==> src/rtl/tpu_pkg.sv <==
// tpu_pkg: shared defaults and writeback FSM state type for the TPU datapath.
package tpu_pkg;
    localparam int DEF_DATA_W = 16;
    localparam int DEF_ADDR_W = 8;
    typedef enum logic [1:0] {IDLE, RUN, DONE} wb_state_t;
endpackage

==> src/rtl/wb_lane_fifo.sv <==
// wb_lane_fifo: synchronous per-lane skew buffer (DEPTH a power of two, >= 2).
//   push/din  : write din at the tail when push is high
//   pop       : drop the head word; dout always shows the head
//   full/empty/count : occupancy; push and pop together on a full FIFO is legal
module wb_lane_fifo #(
    parameter int W     = 16,
    parameter int DEPTH = 4
) (
    input  logic                   clk,
    input  logic                   rst_n,
    input  logic                   push,
    input  logic                   pop,
    input  logic [W-1:0]           din,
    output logic [W-1:0]           dout,
    output logic                   full,
    output logic                   empty,
    output logic [$clog2(DEPTH):0] count
);
    localparam int PW = $clog2(DEPTH);
    logic [W-1:0]  mem_q [DEPTH];
    logic [PW-1:0] wp_q, wp_d, rp_q, rp_d;
    logic [PW:0]   cnt_q, cnt_d;
    always_comb begin
        wp_d  = push ? wp_q + PW'(1) : wp_q;
        rp_d  = pop ? rp_q + PW'(1) : rp_q;
        cnt_d = cnt_q + (PW+1)'(push) - (PW+1)'(pop);
    end
    always_ff @(posedge clk or negedge rst_n) begin
        if (!rst_n) begin
            wp_q  <= '0;
            rp_q  <= '0;
            cnt_q <= '0;
        end else begin
            wp_q  <= wp_d;
            rp_q  <= rp_d;
            cnt_q <= cnt_d;
        end
    end
    // Storage needs no reset: only words between rp and wp are ever observed.
    always_ff @(posedge clk) begin
        if (push) mem_q[wp_q] <= din;
    end
    assign dout  = mem_q[rp_q];
    assign full  = cnt_q == (PW+1)'(DEPTH);
    assign empty = cnt_q == '0;
    assign count = cnt_q;
endmodule

==> src/rtl/vpu_writeback.sv <==
// vpu_writeback: merges two VPU result lanes into interleaved unified-buffer writes.
//   start/base_addr/num_rows : arm a transfer of num_rows words per lane
//   vpu_data_in_N/vpu_valid_in_N : lane result words, buffered per lane
//   ub_wr_en/addr/data/ready : UB write handshake, commit on en && ready
//   busy/done/overflow : status; overflow is sticky until the next start
module vpu_writeback
    import tpu_pkg::*;
#(
    parameter int DATA_W     = DEF_DATA_W,
    parameter int ADDR_W     = DEF_ADDR_W,
    parameter int FIFO_DEPTH = 4
) (
    input  logic              clk,
    input  logic              rst_n,
    input  logic              start,
    input  logic [ADDR_W-1:0] base_addr,
    input  logic [ADDR_W-1:0] num_rows,
    input  logic [DATA_W-1:0] vpu_data_in_1,
    input  logic [DATA_W-1:0] vpu_data_in_2,
    input  logic              vpu_valid_in_1,
    input  logic              vpu_valid_in_2,
    output logic              ub_wr_en,
    output logic [ADDR_W-1:0] ub_wr_addr,
    output logic [DATA_W-1:0] ub_wr_data,
    input  logic              ub_wr_ready,
    output logic              busy,
    output logic              done,
    output logic              overflow
);
    localparam int CW = $clog2(FIFO_DEPTH) + 1;

    wb_state_t         state_q, state_d;
    logic [ADDR_W-1:0] base_q, base_d, rows_q, rows_d;
    logic [ADDR_W-1:0] acc1_q, acc1_d, acc2_q, acc2_d;
    logic [ADDR_W-1:0] wr1_q, wr1_d, wr2_q, wr2_d;
    logic              ptr_q, ptr_d, lock_q, lock_d, lock_lane_q, lock_lane_d;
    logic              ovf_q, ovf_d, busy_q, busy_d, done_q, done_d;

    logic [DATA_W-1:0] head1, head2;
    logic              full1, full2, empty1, empty2;
    logic [CW-1:0]     cnt1_unused, cnt2_unused;
    logic              run, en, sel, commit, last_commit;
    logic              push1, push2, pop1, pop2, drop1, drop2;
    logic [ADDR_W-1:0] row;

    wb_lane_fifo #(.W(DATA_W), .DEPTH(FIFO_DEPTH)) u_fifo1 (
        .clk(clk), .rst_n(rst_n), .push(push1), .pop(pop1), .din(vpu_data_in_1),
        .dout(head1), .full(full1), .empty(empty1), .count(cnt1_unused)
    );
    wb_lane_fifo #(.W(DATA_W), .DEPTH(FIFO_DEPTH)) u_fifo2 (
        .clk(clk), .rst_n(rst_n), .push(push2), .pop(pop2), .din(vpu_data_in_2),
        .dout(head2), .full(full2), .empty(empty2), .count(cnt2_unused)
    );

    always_comb begin
        run = state_q == RUN;
        // A stalled request keeps its lane so addr/data cannot change under it;
        // otherwise the pointer breaks ties and a lone non-empty lane wins.
        sel = lock_q ? lock_lane_q : (!empty1 && !empty2) ? ptr_q : empty1;
        en          = run && !(empty1 && empty2);
        commit      = en && ub_wr_ready;
        pop1        = commit && !sel;
        pop2        = commit && sel;
        push1       = run && vpu_valid_in_1 && acc1_q < rows_q && (!full1 || pop1);
        push2       = run && vpu_valid_in_2 && acc2_q < rows_q && (!full2 || pop2);
        drop1       = run && vpu_valid_in_1 && !push1;
        drop2       = run && vpu_valid_in_2 && !push2;
        row         = sel ? wr2_q : wr1_q;
        last_commit = commit && ({1'b0, wr1_q} + {1'b0, wr2_q} + (ADDR_W+1)'(1) == {rows_q, 1'b0});
        ub_wr_en    = en;
        ub_wr_addr  = en ? base_q + {row[ADDR_W-2:0], 1'b0} + ADDR_W'(sel) : '0;
        ub_wr_data  = en ? (sel ? head2 : head1) : '0;
    end

    always_comb begin
        state_d     = state_q;
        base_d      = base_q;
        rows_d      = rows_q;
        acc1_d      = acc1_q;
        acc2_d      = acc2_q;
        wr1_d       = wr1_q;
        wr2_d       = wr2_q;
        ptr_d       = ptr_q;
        ovf_d       = ovf_q;
        lock_d      = en && !ub_wr_ready;
        lock_lane_d = sel;
        if (state_q == IDLE && start) begin
            base_d  = base_addr;
            rows_d  = num_rows;
            acc1_d  = '0;
            acc2_d  = '0;
            wr1_d   = '0;
            wr2_d   = '0;
            ptr_d   = 1'b0;
            ovf_d   = 1'b0;
            state_d = num_rows == '0 ? DONE : RUN;
        end else if (run) begin
            acc1_d  = acc1_q + ADDR_W'(push1);
            acc2_d  = acc2_q + ADDR_W'(push2);
            wr1_d   = wr1_q + ADDR_W'(pop1);
            wr2_d   = wr2_q + ADDR_W'(pop2);
            ptr_d   = commit ? !sel : ptr_q;
            ovf_d   = ovf_q || drop1 || drop2;
            state_d = last_commit ? DONE : RUN;
        end else if (state_q == DONE) begin
            state_d = IDLE;
        end
        busy_d = state_d != IDLE;
        done_d = state_d == DONE;
    end

    always_ff @(posedge clk or negedge rst_n) begin
        if (!rst_n) begin
            state_q     <= IDLE;
            base_q      <= '0;
            rows_q      <= '0;
            acc1_q      <= '0;
            acc2_q      <= '0;
            wr1_q       <= '0;
            wr2_q       <= '0;
            ptr_q       <= 1'b0;
            lock_q      <= 1'b0;
            lock_lane_q <= 1'b0;
            ovf_q       <= 1'b0;
            busy_q      <= 1'b0;
            done_q      <= 1'b0;
        end else begin
            state_q     <= state_d;
            base_q      <= base_d;
            rows_q      <= rows_d;
            acc1_q      <= acc1_d;
            acc2_q      <= acc2_d;
            wr1_q       <= wr1_d;
            wr2_q       <= wr2_d;
            ptr_q       <= ptr_d;
            lock_q      <= lock_d;
            lock_lane_q <= lock_lane_d;
            ovf_q       <= ovf_d;
            busy_q      <= busy_d;
            done_q      <= done_d;
        end
    end

    assign busy     = busy_q;
    assign done     = done_q;
    assign overflow = ovf_q;
endmodule

==> config.mk <==
export PLATFORM = sky130hd
export DESIGN_NAME = vpu_writeback
export DESIGN_NICKNAME = d
export VERILOG_FILES = /design/src/rtl/tpu_pkg.sv /design/src/rtl/wb_lane_fifo.sv /design/src/rtl/vpu_writeback.sv
export SDC_FILE = /design/constraint.sdc
export NUM_CORES = 1
export LEC_CHECK = 0
export CAP_MARGIN = 20
export CORE_AREA = 2 2 174 176
export DETAILED_ROUTE_END_ITERATION = 7
export DIE_AREA = 0 0 176 178
export SLEW_MARGIN = 30
export SYNTH_ARGS = -nofsm -noshare
export SYNTH_HDL_FRONTEND = slang
export SYNTH_HIERARCHICAL = 1
export SYNTH_SLANG_ARGS = --single-unit
==> constraint.sdc <==
create_clock -name clk -period 5.1 [get_ports clk]
set_clock_uncertainty 0.2 [all_clocks]
set_input_delay 0.765 -clock clk [delete_from_list [all_inputs] [get_ports clk]]
set_output_delay 0.765 -clock clk [all_outputs]
set_load 0.05 [all_outputs]
==> impl_metrics.sql <==
INSERT INTO impl_metrics (metric_group, metric, value, unit) VALUES
('run_status', 'status', 'finished, final reports clean', ''),
('detailed_routing', 'dr_drc_count', '0', ''),
('yosys', 'synthCells', '669', ''),
('timing', 'slew_viol_final', '0', ''),
('clocking', 'clock_edge_transition_at_the_registers_on_the_reported_setup_and_hold_paths', '0.07', 'ns'),
('yosys', 'synth.top_cell.area_share', '41.5', '%'),
('timing', 'fin_tns_setup', '0', 'ns'),
('worst_setup_path', 'crit_fanout', '10', ''),
('grt', 'wire_length_of_the_first_global_routing_pass', '32.1', 'mm'),
('detailed_routing', 'avgRoutedWirePerCell', '17.7', 'um'),
('layout', 'fraction_of_final_layout_cells_sized_beyond_drive_strength_1', '9.16', '%'),
('power_and_ir_drop', 'vdd_ir_drop_max', '0.000900', 'V'),
('worst_setup_path', 'r2r_cells', '8', ''),
('clocking', 'cts.htree.levels', '4', ''),
('yosys', 'post_synth_num_cell_types', '52', ''),
('grt', 'grt-ovfl-total', '0', ''),
('yosys', 'synth_edf_count', '128', ''),
('die', 'total_die_area', '31300', 'um2'),
('clocking', 'tritoncts_clock_tree', 'done', ''),
('timing', 'finalCriticalPeriod', '4.63', 'ns'),
('place', 'hpwl_detailed', '13.9', 'mm'),
('timing', 'timing.final.hold_violations', '0', ''),
('die', 'ios', '82', ''),
('layout', 'fillerInstances', '2780', ''),
('layout', 'post_layout_nets', '859', ''),
('yosys', 'yosys_warnings', '6', ''),
('worst_setup_path', 'worstSetupPathType', 'register to output pin', ''),
('yosys', 'synth.area.top_cells', 'edfxtp_1 41%, dfrtp_1 19%, ha_1 6.6%, mux4_1 4.5%, mux4_2 3.9%', ''),
('worst_setup_path', 'crit_path_cell_trace', 'nor3_1 -> nor2b_1 -> o31ai_4 -> o21ai_0 -> ha_1 -> a21o_1 -> a21oi_1 -> xor2_1 -> nor2_1 -> clkdlybuf4s50_1', ''),
('timing', 'final.period_utilization', '90.7', '%'),
('yosys', 'synth.most_common_cell', 'edfxtp_1', ''),
('yosys', 'postSynth.asyncResetShare', '35.4', '%'),
('clocking', 'clkSinkCount', '198', ''),
('timing', 'setup-violations-final', '0', ''),
('worst_setup_path', 'r2r-start', 'u_fifo1/count[2]$_DFF_PN0_', ''),
('worst_setup_path', 'required_time_of_the_worst_setup_path', '4.14', 'ns'),
('power_and_ir_drop', 'power_density', '632', 'nW/um2'),
('timing', 'pin_slew_with_the_least_headroom_to_its_limit', '0.924', 'ns'),
('timing', 'fmax', '216', 'MHz'),
('worst_setup_path', 'worst_setup_path_start_kind', 'register', ''),
('power_and_ir_drop', 'power.static_leakage', '4.31', 'nW'),
('grt', 'grt_start_max_net_pins', '71', ''),
('detailed_routing', 'first_pass_iters', '5', ''),
('yosys', 'syn_avg_cell_area', '13.9', 'um2'),
('yosys', 'ys_ff_latch', '198', ''),
('worst_setup_path', 'rr_endpoint', 'u_fifo2/mem_q[3][11]$_DFFE_PP_', ''),
('layout', 'design_area', '11100', 'um2'),
('clocking', 'numCtsBuffers', '17', ''),
('worst_hold_path', 'min_path_type', 'input port to asynchronous set/reset pin', ''),
('die', 'floorplan.initialDensity', '31.5', '%'),
('detailed_routing', 'dr.first_iter.drc_count', '333', ''),
('detailed_routing', 'finalWirelength', '20.5', 'mm'),
('timing', 'rsz0062_at_grt', 'no', ''),
('yosys', 'post_synth_most_frequent_cells', '128 x edfxtp_1, 74 x nand2_1, 70 x dfrtp_1', ''),
('yosys', 'synth.cell_area', '9270', 'um2'),
('place', 'gpl.final_weighted_congestion', '0.752', ''),
('worst_setup_path', 'cpMaxStageDelayCell', 'clkdlybuf4s50_1', ''),
('detailed_routing', 'dr_total_vias', '5567', ''),
('timing', 'fin_hold_ws', '0.130', 'ns'),
('die', 'fp.coreArea', '29400', 'um2'),
('die', 'fp.dieH', '178', 'um'),
('layout', 'synthToLayoutAreaGrowth', '19.2', '%'),
('grt', 'first_global_vias', '5558', ''),
('clocking', 'ctsLongestPathBuffers', '2', ''),
('grt', 'number_of_antenna_violations_at_the_first_check_in_global_routing', '2', ''),
('clocking', 'worstSkewPairLatency', '0.44', 'ns'),
('clocking', 'ctsRootBufferMaster', 'clkbuf_16', ''),
('place', 'place_area', '10500', 'um2'),
('yosys', 'synth_top_cell_by_area', 'edfxtp_1', ''),
('timing', 'relative_slew_slack', '38.4', '%'),
('worst_setup_path', 'crit_path_end_kind', 'output pin', '');
==> logic make-up (layout without fill, tap and decap cells) <==
family	count (synthesis)	after routing	synth area share, %
flops	198	198	60.4
simple gates	187	187	9.58
compound gates	94	94	6.18
mux	57	57	11.2
buf+inv	54	149	2.77
fa+ha+maj	53	53	7.48
xor+xnor	26	26	2.46
other cells	0	1	0
==> flip-flops by register name (all words and copies together) (netlist names) <==
| signal | flops |
|---|---|
| overflow | 1 |
| u_fifo1/rp_q | 2 |
| wr1_q | 8 |
| done | 1 |
| acc1_q | 8 |
| lock_lane_q | 1 |
| rows_q | 8 |
| u_fifo2/mem_q | 64 |
| u_fifo1/mem_q | 64 |
| u_fifo2/count | 3 |
| ptr_q | 1 |
| base_q | 8 |
| lock_q | 1 |
| wr2_q | 8 |
| u_fifo1/wp_q | 2 |
| u_fifo2/wp_q | 2 |
| u_fifo2/rp_q | 2 |
| busy | 1 |
| u_fifo1/count | 3 |
| acc2_q | 8 |
| state_q | 2 |
==> layout make-up <==
class,count,area (um2),share of cell area (%)
sequential,198,5600,50.6
multi-input combinational,417,3430,31.1
timing repair buffer,87,857,7.75
tap,390,488,4.41
clock buffer,17,425,3.85
clock inverter,14,135,1.22
inverter,31,116,1.05
antenna,1,2.50,0.0226
==> power breakdown <==
part | switching (mW) | total (mW) | internal [mW]
Clock | 0.654 | 1.30 | 0.646
Combinational | 2.02 | 3.25 | 1.23
Sequential | 0.301 | 2.44 | 2.13
Total | 2.97 | 6.98 | 4.01
==> per-stage QoR <==
stage / total power, mW / setup slack (ns) / util (%) / std cells
6_report: 6.98 / 0.472 / 37.6 / 1155
2_1_floorplan: 4.71 / 0.212 / - / 669
3_5_place_dp: 5.75 / 0.633 / 35.6 / 1123
3_3_place_gp: 5.71 / 0.622 / 35.6 / 1123
4_1_cts: 7.08 / 0.117 / 37.5 / 1154
5_1_grt: 7.44 / 0.173 / 37.6 / 1154
==> placed cells by master (no fill, tap or decap), drive strengths merged, types with 17 or more instances in the layout <==
cell type      count
clkbuf            17
clkdlybuf4s50     76
dfrtp             70
edfxtp           128
ha                49
inv               38
mux2i             20
mux4              32
nand2             74
nand3             27
nor2              30
o21ai             49
==> repair_timing <==
item / CTS / global route
setup endpoints to repair: 0 / 2
buffers inserted: 0 / 0
resized for setup: 0 / 2
==> critical path, delay by kind of cell, from the launching register on <==
| family | cells | cell delay (ns) |
|---|---|---|
| AOI/OAI and AO/OA | 4 | 1.04 |
| buffers and inverters | 1 | 0.83 |
| and+or+nand+nor | 3 | 0.54 |
| DFF | 1 | 0.40 |
| adders and majority gates | 1 | 0.31 |
| xor gates and xnor gates | 1 | 0.10 |
==> per-layer routing <==
metal,vias up,track usage [%],routed length [um]
met3,11,3.96,1170
met2,127,22.3,9870
met5,-,0,0
met1,2762,17.8,9250
met4,0,3.34,166
li1,2667,-,-
==> worst max path at each step <==
stage | start | to | depth (start not counted)
6_report | u_fifo2/count[1]$_DFF_PN0_ | ub_wr_addr[3] | 10
5_1_grt | u_fifo2/count[1]$_DFF_PN0_ | ub_wr_addr[6] | 14
4_1_cts | u_fifo2/count[1]$_DFF_PN0_ | ub_wr_addr[5] | 12
3_5_place_dp | u_fifo2/count[1]$_DFF_PN0_ | ub_wr_addr[5] | 11
3_3_place_gp | u_fifo2/count[1]$_DFF_PN0_ | ub_wr_addr[5] | 11
2_1_floorplan | u_fifo2/count[1]$_DFF_PN0_ | ub_wr_addr[6] | 14
Power figures use the tool's default switching activity.
